==> config.mk <==
export PLATFORM = sky130hd
export DESIGN_NAME = alu_seq_ctrl
export DESIGN_NICKNAME = d
export VERILOG_FILES = /design/src/rtl/alu_seq_ctrl_pkg.sv /design/src/rtl/ALU.sv /design/src/rtl/alu_seq_ctrl.sv
export SDC_FILE = /design/constraint.sdc
export NUM_CORES = 1
export LEC_CHECK = 0
export BUFFER_PORTS_ARGS = -buffer_cell sky130_fd_sc_hd__buf_2
export CAP_MARGIN = 5
export CORE_ASPECT_RATIO = 0.6
export CORE_UTILIZATION = 30
export CTS_BUF_LIST = sky130_fd_sc_hd__clkbuf_2 sky130_fd_sc_hd__clkbuf_4 sky130_fd_sc_hd__clkbuf_8
export DETAILED_ROUTE_END_ITERATION = 8
export SETUP_SLACK_MARGIN = 0.05
export SLEW_MARGIN = 40
export SYNTH_ARGS = -nofsm -noshare
export SYNTH_HDL_FRONTEND = slang
export SYNTH_SLANG_ARGS = --single-unit
==> constraint.sdc <==
create_clock -name clk -period 5.3 [get_ports clk]
set_input_delay 0.265 -clock clk [delete_from_list [all_inputs] [get_ports clk]]
set_output_delay 0.265 -clock clk [all_outputs]
set_load 0.1 [all_outputs]
==> src/rtl/alu_seq_ctrl_pkg.sv <==
// Shared opcode constants and FSM state encoding for alu_seq_ctrl.
// Imported by the ALU and by the sequencing controller.
package alu_seq_ctrl_pkg;

    localparam logic [1:0] OP_ADD = 2'b00;
    localparam logic [1:0] OP_SUB = 2'b01;
    localparam logic [1:0] OP_AND = 2'b10;
    localparam logic [1:0] OP_OR  = 2'b11;

    typedef enum logic [1:0] {
        ST_IDLE = 2'b00,
        ST_EXEC = 2'b01,
        ST_DONE = 2'b10
    } state_e;

endpackage

==> src/rtl/ALU.sv <==
// Combinational ALU: add/sub/and/or, modulo 2^WIDTH.
// Ports: a_i, b_i operands; op_i opcode; y_o result.
module ALU
    import alu_seq_ctrl_pkg::*;
#(
    parameter int WIDTH = 8
) (
    input  logic [WIDTH-1:0] a_i,
    input  logic [WIDTH-1:0] b_i,
    input  logic [1:0]       op_i,
    output logic [WIDTH-1:0] y_o
);

    always_comb begin
        y_o = '0;
        unique case (1'b1)
            (op_i == OP_ADD): y_o = a_i + b_i;
            (op_i == OP_SUB): y_o = a_i - b_i;
            (op_i == OP_AND): y_o = a_i & b_i;
            (op_i == OP_OR):  y_o = a_i | b_i;
            default:          y_o = '0;
        endcase
    end

endmodule

==> src/rtl/alu_seq_ctrl.sv <==
// Sequenced ALU with accumulator: IDLE accepts, EXEC computes, DONE holds.
// Ports: clk, rst (sync, active-high); in_* request handshake and
// operands; out_* result handshake; acc accumulator; op_cnt result count.
module alu_seq_ctrl
    import alu_seq_ctrl_pkg::*;
#(
    parameter int WIDTH = 8
) (
    input  logic             clk,
    input  logic             rst,
    input  logic             in_valid,
    output logic             in_ready,
    input  logic [WIDTH-1:0] in_a,
    input  logic [WIDTH-1:0] in_b,
    input  logic [1:0]       in_op,
    input  logic             in_use_acc,
    input  logic             acc_clr,
    output logic             out_valid,
    input  logic             out_ready,
    output logic [WIDTH-1:0] out_data,
    output logic             out_zero,
    output logic [WIDTH-1:0] acc,
    output logic [7:0]       op_cnt
);

    state_e           state_q, state_d;
    logic [WIDTH-1:0] a_q, a_d;
    logic [WIDTH-1:0] b_q, b_d;
    logic [1:0]       op_q, op_d;
    logic [WIDTH-1:0] data_q, data_d;
    logic             zero_q, zero_d;
    logic [WIDTH-1:0] acc_q, acc_d;
    logic [7:0]       cnt_q, cnt_d;
    logic [WIDTH-1:0] alu_y;

    ALU #(
        .WIDTH (WIDTH)
    ) u_alu (
        .a_i  (a_q),
        .b_i  (b_q),
        .op_i (op_q),
        .y_o  (alu_y)
    );

    // in_ready is gated by rst so upstream never sees a
    // ready while the block is being reset.
    assign in_ready  = (state_q == ST_IDLE) && !rst;
    assign out_valid = (state_q == ST_DONE);
    assign out_data  = data_q;
    assign out_zero  = zero_q;
    assign acc       = acc_q;
    assign op_cnt    = cnt_q;

    always_comb begin
        state_d = state_q;
        a_d     = a_q;
        b_d     = b_q;
        op_d    = op_q;
        data_d  = data_q;
        zero_d  = zero_q;
        acc_d   = acc_q;
        cnt_d   = cnt_q;
        unique case (state_q)
            ST_IDLE: begin
                if (acc_clr) begin
                    acc_d = '0;
                end
                if (in_valid) begin
                    // A clear in the same cycle makes the
                    // accumulator operand read as zero.
                    if (in_use_acc) begin
                        a_d = acc_clr ? '0 : acc_q;
                    end else begin
                        a_d = in_a;
                    end
                    b_d     = in_b;
                    op_d    = in_op;
                    state_d = ST_EXEC;
                end
            end
            ST_EXEC: begin
                data_d  = alu_y;
                zero_d  = (alu_y == '0);
                acc_d   = alu_y;
                cnt_d   = cnt_q + 8'd1;
                state_d = ST_DONE;
            end
            ST_DONE: begin
                if (out_ready) begin
                    state_d = ST_IDLE;
                end
            end
            default: begin
                state_d = ST_IDLE;
            end
        endcase
    end

    always_ff @(posedge clk) begin
        if (rst) begin
            state_q <= ST_IDLE;
            a_q     <= '0;
            b_q     <= '0;
            op_q    <= OP_ADD;
            data_q  <= '0;
            zero_q  <= 1'b1;
            acc_q   <= '0;
            cnt_q   <= '0;
        end else begin
            state_q <= state_d;
            a_q     <= a_d;
            b_q     <= b_d;
            op_q    <= op_d;
            data_q  <= data_d;
            zero_q  <= zero_d;
            acc_q   <= acc_d;
            cnt_q   <= cnt_d;
        end
    end

endmodule
==> results of run 1 <==
-- through the flow --
step                instance area (µm²)  cells  setup slack (ns)   power, W    util
floorplan                          2479    302             2.339  0.0006832       -
global placement                   2786    444             2.331  0.0007493  0.3507
finish                             2888    452             2.223  0.0009812  0.3635
global route                       2888    452             2.032   0.001036  0.3635
detailed placement                 2786    444             2.250  0.0007525  0.3507
CTS                                2888    452             2.236  0.0009875  0.3635
-- cell usage after synthesis, drive strengths merged (2+ instances only) --
cell type and n:
o31a 2, ha 11, inv 6, nor2b 12, o21ai 8, nor3 11
a311oi 8, a21oi 38, dfxtp 45, nand2 48, mux2 4, o21a 2
nor4 2, o211ai 2, nand4 4, clkbuf 10, xnor2 8, nor2 32
nand2b 5, nor3b 2, a211oi 4, or3 2, xor2 6, buf 7
a22oi 2, maj3 6
-- state kept, by name (all words and copies together) (netlist names) --
register  count
a_q           8
acc           8
b_q           8
op_cnt        8
op_q          2
out_data      8
out_zero      1
state_q       2
-- report_power, final --
part           switching, W  internal, W
clock network      0.000115     0.000118
registers         0.0000278     0.000361
logic              0.000238     0.000122
total              0.000380     0.000601
-- area by class of cell --
type	instances	area share
multi-input combinational	233	0.4987
sequential	45	0.3120
timing repair buffer	51	0.08925
tap	108	0.04679
clock buffer	7	0.03336
inverter	7	0.01820
clock inverter	1	0.001733
-- critical path, delay by kind of cell, from the launching register on --
kind                     cells  cell delay (ns)
AND/OR/NAND/NOR              3             0.85
multiplexers                 2             0.77
flip-flops                   1             0.60
AO/OA/AOI/OAI                3             0.49
adder cells (fa/ha/maj)      1             0.21
buffers and inverters        1             0.06
-- how the worst min path moves through the flow --
stage	start	end	slack, ns
after global placement	out_data[7]	out_data[7]	0.44
after CTS	in_b[4]	b_q[4]	0.19
after floorplan	in_b[2]	b_q[2]	0.40
after global routing	in_b[0]	b_q[0]	0.19
final	in_b[0]	b_q[0]	0.20
after detailed placement	out_data[3]	out_data[3]	0.44
-- layer usage --
layer | part of all wire | wire length, µm | global-route usage
met5 | 0 | 0 | 0
met3 | 0.070 | 452 | 0.04717
met4 | 0.0090 | 58 | 0.03889
met1 | 0.55 | 3536 | 0.2391
met2 | 0.37 | 2415 | 0.2087
-- cells by family (layout without fill, tap and decap cells) --
family | after synthesis | after routing | synth area share
compound gates | 72 | 72 | 0.1817
buf+inv | 24 | 66 | 0.05553
flops | 45 | 45 | 0.3635
simple gates | 125 | 125 | 0.2398
mux | 4 | 4 | 0.01817
fa+ha+maj | 18 | 18 | 0.08884
xor+xnor | 14 | 14 | 0.05250
==> impl_metrics.yaml, run 1 <==
outcome:
  status: "finished, final reports clean"
worst_setup_path:
  max_stage_delay_ns: 0.60
  r2r_start: "op_q[0]"
  path_cells: "nor2b_1, mux2_2, inv_1, ha_1, nor2b_1, o21ai_1, mux2_1, o21ai_1, and4bb_1, a31o_1"
  crit_arrival_ns: 3.28
  crit_start: "op_q[0]"
  cp-endpoint: "out_zero"
  endpoint_kind: "flop"
  reg2reg_setup_slack_ns: 2.22
  slowest_stage: "dfxtp_1"
  worstPathRequired_ns: 5.50
  r2r_end: "out_zero"
  crit_fanout: 12
  startpoint_type: "flop"
  worst-setup-path-type: "reg2reg"
  reg2reg_depth: 10
global_routing:
  grtUsageTotal: 0.1569
  grt_overflow: 0
  grt_max_degree: 47
  grt_pass1_wl_mm: 10.41
  grt_pass1_vias: 2036
  grt_antenna_before_repair: 0
place:
  port_buffers: 50
  dp_hpwl_mm: 4.955
  gp_congestion: 0.7849
cts:
  post_cts_buffers: 0
  post_cts_resized: 0
  htree_levels: 2
  ctsLongestPathBuffers: 2
  postCtsHoldBufs: 0
  clk_latency_ns: 0.30
  path_clk_slew_ns: 0.08
  cts-buffers-inserted: 5
  cts_root_buf: "clkbuf_8"
  clock_sinks: 45
  cts_tree: "done"
yosys:
  ys_seq_area_frac: 0.3635
  syn_area_per_cell_um2: 8.207
  syn-instance-count: 302
  synthFlopType: "dfxtp_1"
  synthesis.yosys.warnings: 0
  synth-seq-cells: 45
  synthesis.nets: 338
  synth_top_area_frac: 0.3635
  yosys.area.top_type: "dfxtp_1"
  synth_edf_count: 0
  synth_top_cells_by_area: "dfxtp_1 36%, a21oi_1 7.5%, nand2_1 7.3%, ha_1 5.6%, nor2_1 4.8%"
  synthArstFlopShare: 0
  syn_area_um2: 2479
  yosysUniqueCellTypes: 51
detailed_routing:
  drc: 0
  drtAntennaViolNets: 0
  drt_first_pass_iters: 4
  drt_iter0_markers: 97
  drt-wirelength-per-cell_um: 14.30
  vias: 2209
  viasPerCell: 4.887
  finalWirelength_mm: 6.462
timing:
  relSlewSlack: 0.4602
  max_slew.worst_pin.slew_ns: 0.8077
  finClkSkew_ns: 0.007318
  setup_viol: 0
  clock.fmax_mhz: 325.0
  worst_hold_slack_ns: 0.1973
  rsz0062_at_grt: "no"
  min_period_ns: 3.077
  finalSetupTns_ns: 0
  hold_viol: 0
  fin_crit_sh: 0.5806
  drv_slew: 0
power:
  peakVddDrop_v: 0.0001362
  power.leakage_nw: 1.170
  powerDensity_nw_per_um2: 339.8
floorplanning:
  rows: 25
  dieHeight_um: 72.41
  start_util: 0.3120
  core_area_um2: 7945
  io_pins: 51
  die_w_um: 119.3
  die_area_um2: 8642
cells_and_area:
  fin_nets: 379
  final_cell_mix: "50 x buf_2, 48 x nand2_1, 45 x dfxtp_1, 37 x a21oi_1, 32 x nor2_1"
  regArea_um2: 900.9
  multi_input_area_um2: 1440
  drive_above_1_share: 0.2006
  final_common_cell: "buf_2"
  antenna_cells: 0
  filler_cell_count: 844
  area_growth_pct: 16.51
min_path:
  hold_path_depth: 3
  hold_path_class: "in2reg"
job:
  drv_cap: 0
Power figures use the tool's default switching activity.
==> run 2, diff against run 1 <==
Clock period 5.3 ns to 2.8 ns, I/O delays scaled along.
==> run 2 against run 1 <==
Sequential power is 87% higher. Count of clock-buffer cells in the layout stayed put. Critical path depth is 1 higher. Cell area is 2.1% higher. Fmax is 19% higher. Worst setup slack worse by 2.0 ns.
==> impl_metrics.yaml, run 2 (synthesized netlist as in run 1, its figures left out) <==
outcome:
  status: "finished, final reports clean"
worst_setup_path:
  r2r_start: "b_q[0]"
  crit_start: "b_q[0]"
  reg2reg_depth: 11
  worst-setup-path-type: "reg2reg"
  crit_arrival_ns: 2.80
  path_cells: "inv_1, ha_1, mux2_2, inv_1, ha_1, nor2b_1, o21ai_1, mux2_1, o21ai_2, and4bb_1, a31o_1"
  startpoint_type: "flop"
  crit_fanout: 3
  endpoint_kind: "flop"
  slowest_stage: "mux2_1"
  worstPathRequired_ns: 3.01
  max_stage_delay_ns: 0.35
detailed_routing:
  drc: 0
  drt_first_pass_iters: 4
  viasPerCell: 4.930
  vias: 2253
  drtAntennaViolNets: 0
  drt_iter0_markers: 119
  drt-wirelength-per-cell_um: 14.12
  finalWirelength_mm: 6.451
floorplanning:
  core_area_um2: 7945
  die_w_um: 119.3
  die_area_um2: 8642
  start_util: 0.3120
  io_pins: 51
  rows: 25
  dieHeight_um: 72.41
cts:
  cts_root_buf: "clkbuf_8"
  clock_sinks: 45
  clk_latency_ns: 0.31
  path_clk_slew_ns: 0.08
  cts-buffers-inserted: 5
  postCtsHoldBufs: 0
  ctsLongestPathBuffers: 2
  cts_tree: "done"
  htree_levels: 2
timing:
  drv_slew: 0
  relSlewSlack: 0.4698
  finClkSkew_ns: 0.004233
  max_slew.worst_pin.slew_ns: 0.7933
  fin_crit_sh: 0.9258
  hold_viol: 0
  clock.fmax_mhz: 385.8
  rsz0062_at_grt: "no"
  min_period_ns: 2.592
  setup_viol: 0
  final.setup.worst_slack_ns: 0.2078
  finalSetupTns_ns: 0
cells_and_area:
  antenna_cells: 0
  final_cell_mix: "50 x buf_2, 48 x nand2_1, 43 x dfxtp_1, 37 x a21oi_1, 32 x nor2_1"
  drive_above_1_share: 0.2321
  final_common_cell: "buf_2"
  area_growth_pct: 18.93
  fin_nets: 384
power:
  powerDensity_nw_per_um2: 639.2
  combPwrFrac: 0.374
  switching_power_w: 0.0007333
  p_seq_frac: 0.386
  peakVddDrop_v: 0.0003322
  intPower_w: 0.001151
  p_sw_frac: 0.3891
  clkPwrFrac: 0.240
  power.leakage_nw: 1.199
place:
  dp_hpwl_mm: 4.913
  gp_congestion: 0.8440
  port_buffers: 50
  dp_slack_ns: 0.1684
global_routing:
  grtUsageMet3: 0.04638
  grtUsageMet2: 0.2016
  grt_pass1_vias: 1998
  grt_max_degree: 29
  busiest_layer: "met1"
  grtUsageTotal: 0.1596
  grt_antenna_before_repair: 0
  grt_pass1_wl_mm: 10.47
  grt_util_met1: 0.2512
  grt_overflow: 0
min_path:
  worstHoldStart: "in_b[2]"
  hold_path_class: "in2reg"
  hold_path_depth: 3
job:
  drv_cap: 0
==> run 2: cell types whose count changed in the layout (fill, tap and decap cells not counted), sizes merged <==
cell,delta
buf,+5
==> run 2: power by group through the flow <==
| stage | registers, W | clock network (W) | logic [W] |
|---|---|---|---|
| after global placement | 0.000740 | 0 | 0.000680 |
| final | 0.000727 | 0.000453 | 0.000705 |
| after detailed placement | 0.000741 | 0 | 0.000684 |
| after CTS | 0.000726 | 0.000463 | 0.000688 |
| after global routing | 0.000734 | 0.000496 | 0.000770 |
| after floorplan | 0.000888 | 0 | 0.000405 |
==> run 2: timing repair <==
action,4_1_cts,5_1_grt
endpoints found under the setup margin,0,5
gates resized for setup,0,8
buffers inserted,0,1
endpoints found under the hold margin,0,0
==> run 2: critical path, delay by kind of cell, from the launching register on <==
family	cells	cell delay (ns)
AO/OA/AOI/OAI	3	0.48
adder cells (fa/ha/maj)	2	0.50
buffers and inverters	2	0.15
flip-flops	1	0.34
multiplexers	2	0.64
AND/OR/NAND/NOR	2	0.37
==> run 2: worst paths after layout <==
| kind | end | slack [ns] |
|---|---|---|
| hold / removal | b_q[2] | 0.05 |
| setup / recovery | out_zero | 0.21 |
| hold reg to reg | out_data[7] | 0.45 |
| setup reg to reg | out_zero | 0.21 |
==> run 2: stage by stage <==
stage	area, µm²	hold slack [ns]	cells	utilization	total power, W
2_1_floorplan	2479	0.2760	302	-	0.001293
3_3_place_gp	2816	0.3821	448	0.3545	0.001420
3_5_place_dp	2816	0.3889	448	0.3545	0.001425
4_1_cts	2918	0.05736	456	0.3672	0.001877
5_1_grt	2948	0.05262	457	0.3710	0.001999
6_report	2948	0.05225	457	0.3710	0.001884
==> run 2: final cells by class <==
type	instances	area, µm²
clock buffer	7	96.34
timing repair buffer	56	295.3
inverter	7	52.55
tap	108	135.1
sequential	45	905.9
fill	829	4997
multi-input combinational	233	1458
clock inverter	1	5.005
==> run 2: layer usage <==
| metal | wire length (µm) | vias to the layer above |
|---|---|---|
| li1 | - | 1145 |
| met1 | 3522 | 1031 |
| met2 | 2368 | 70 |
| met3 | 503 | 7 |
| met4 | 56 | 0 |
| met5 | 0 | - |
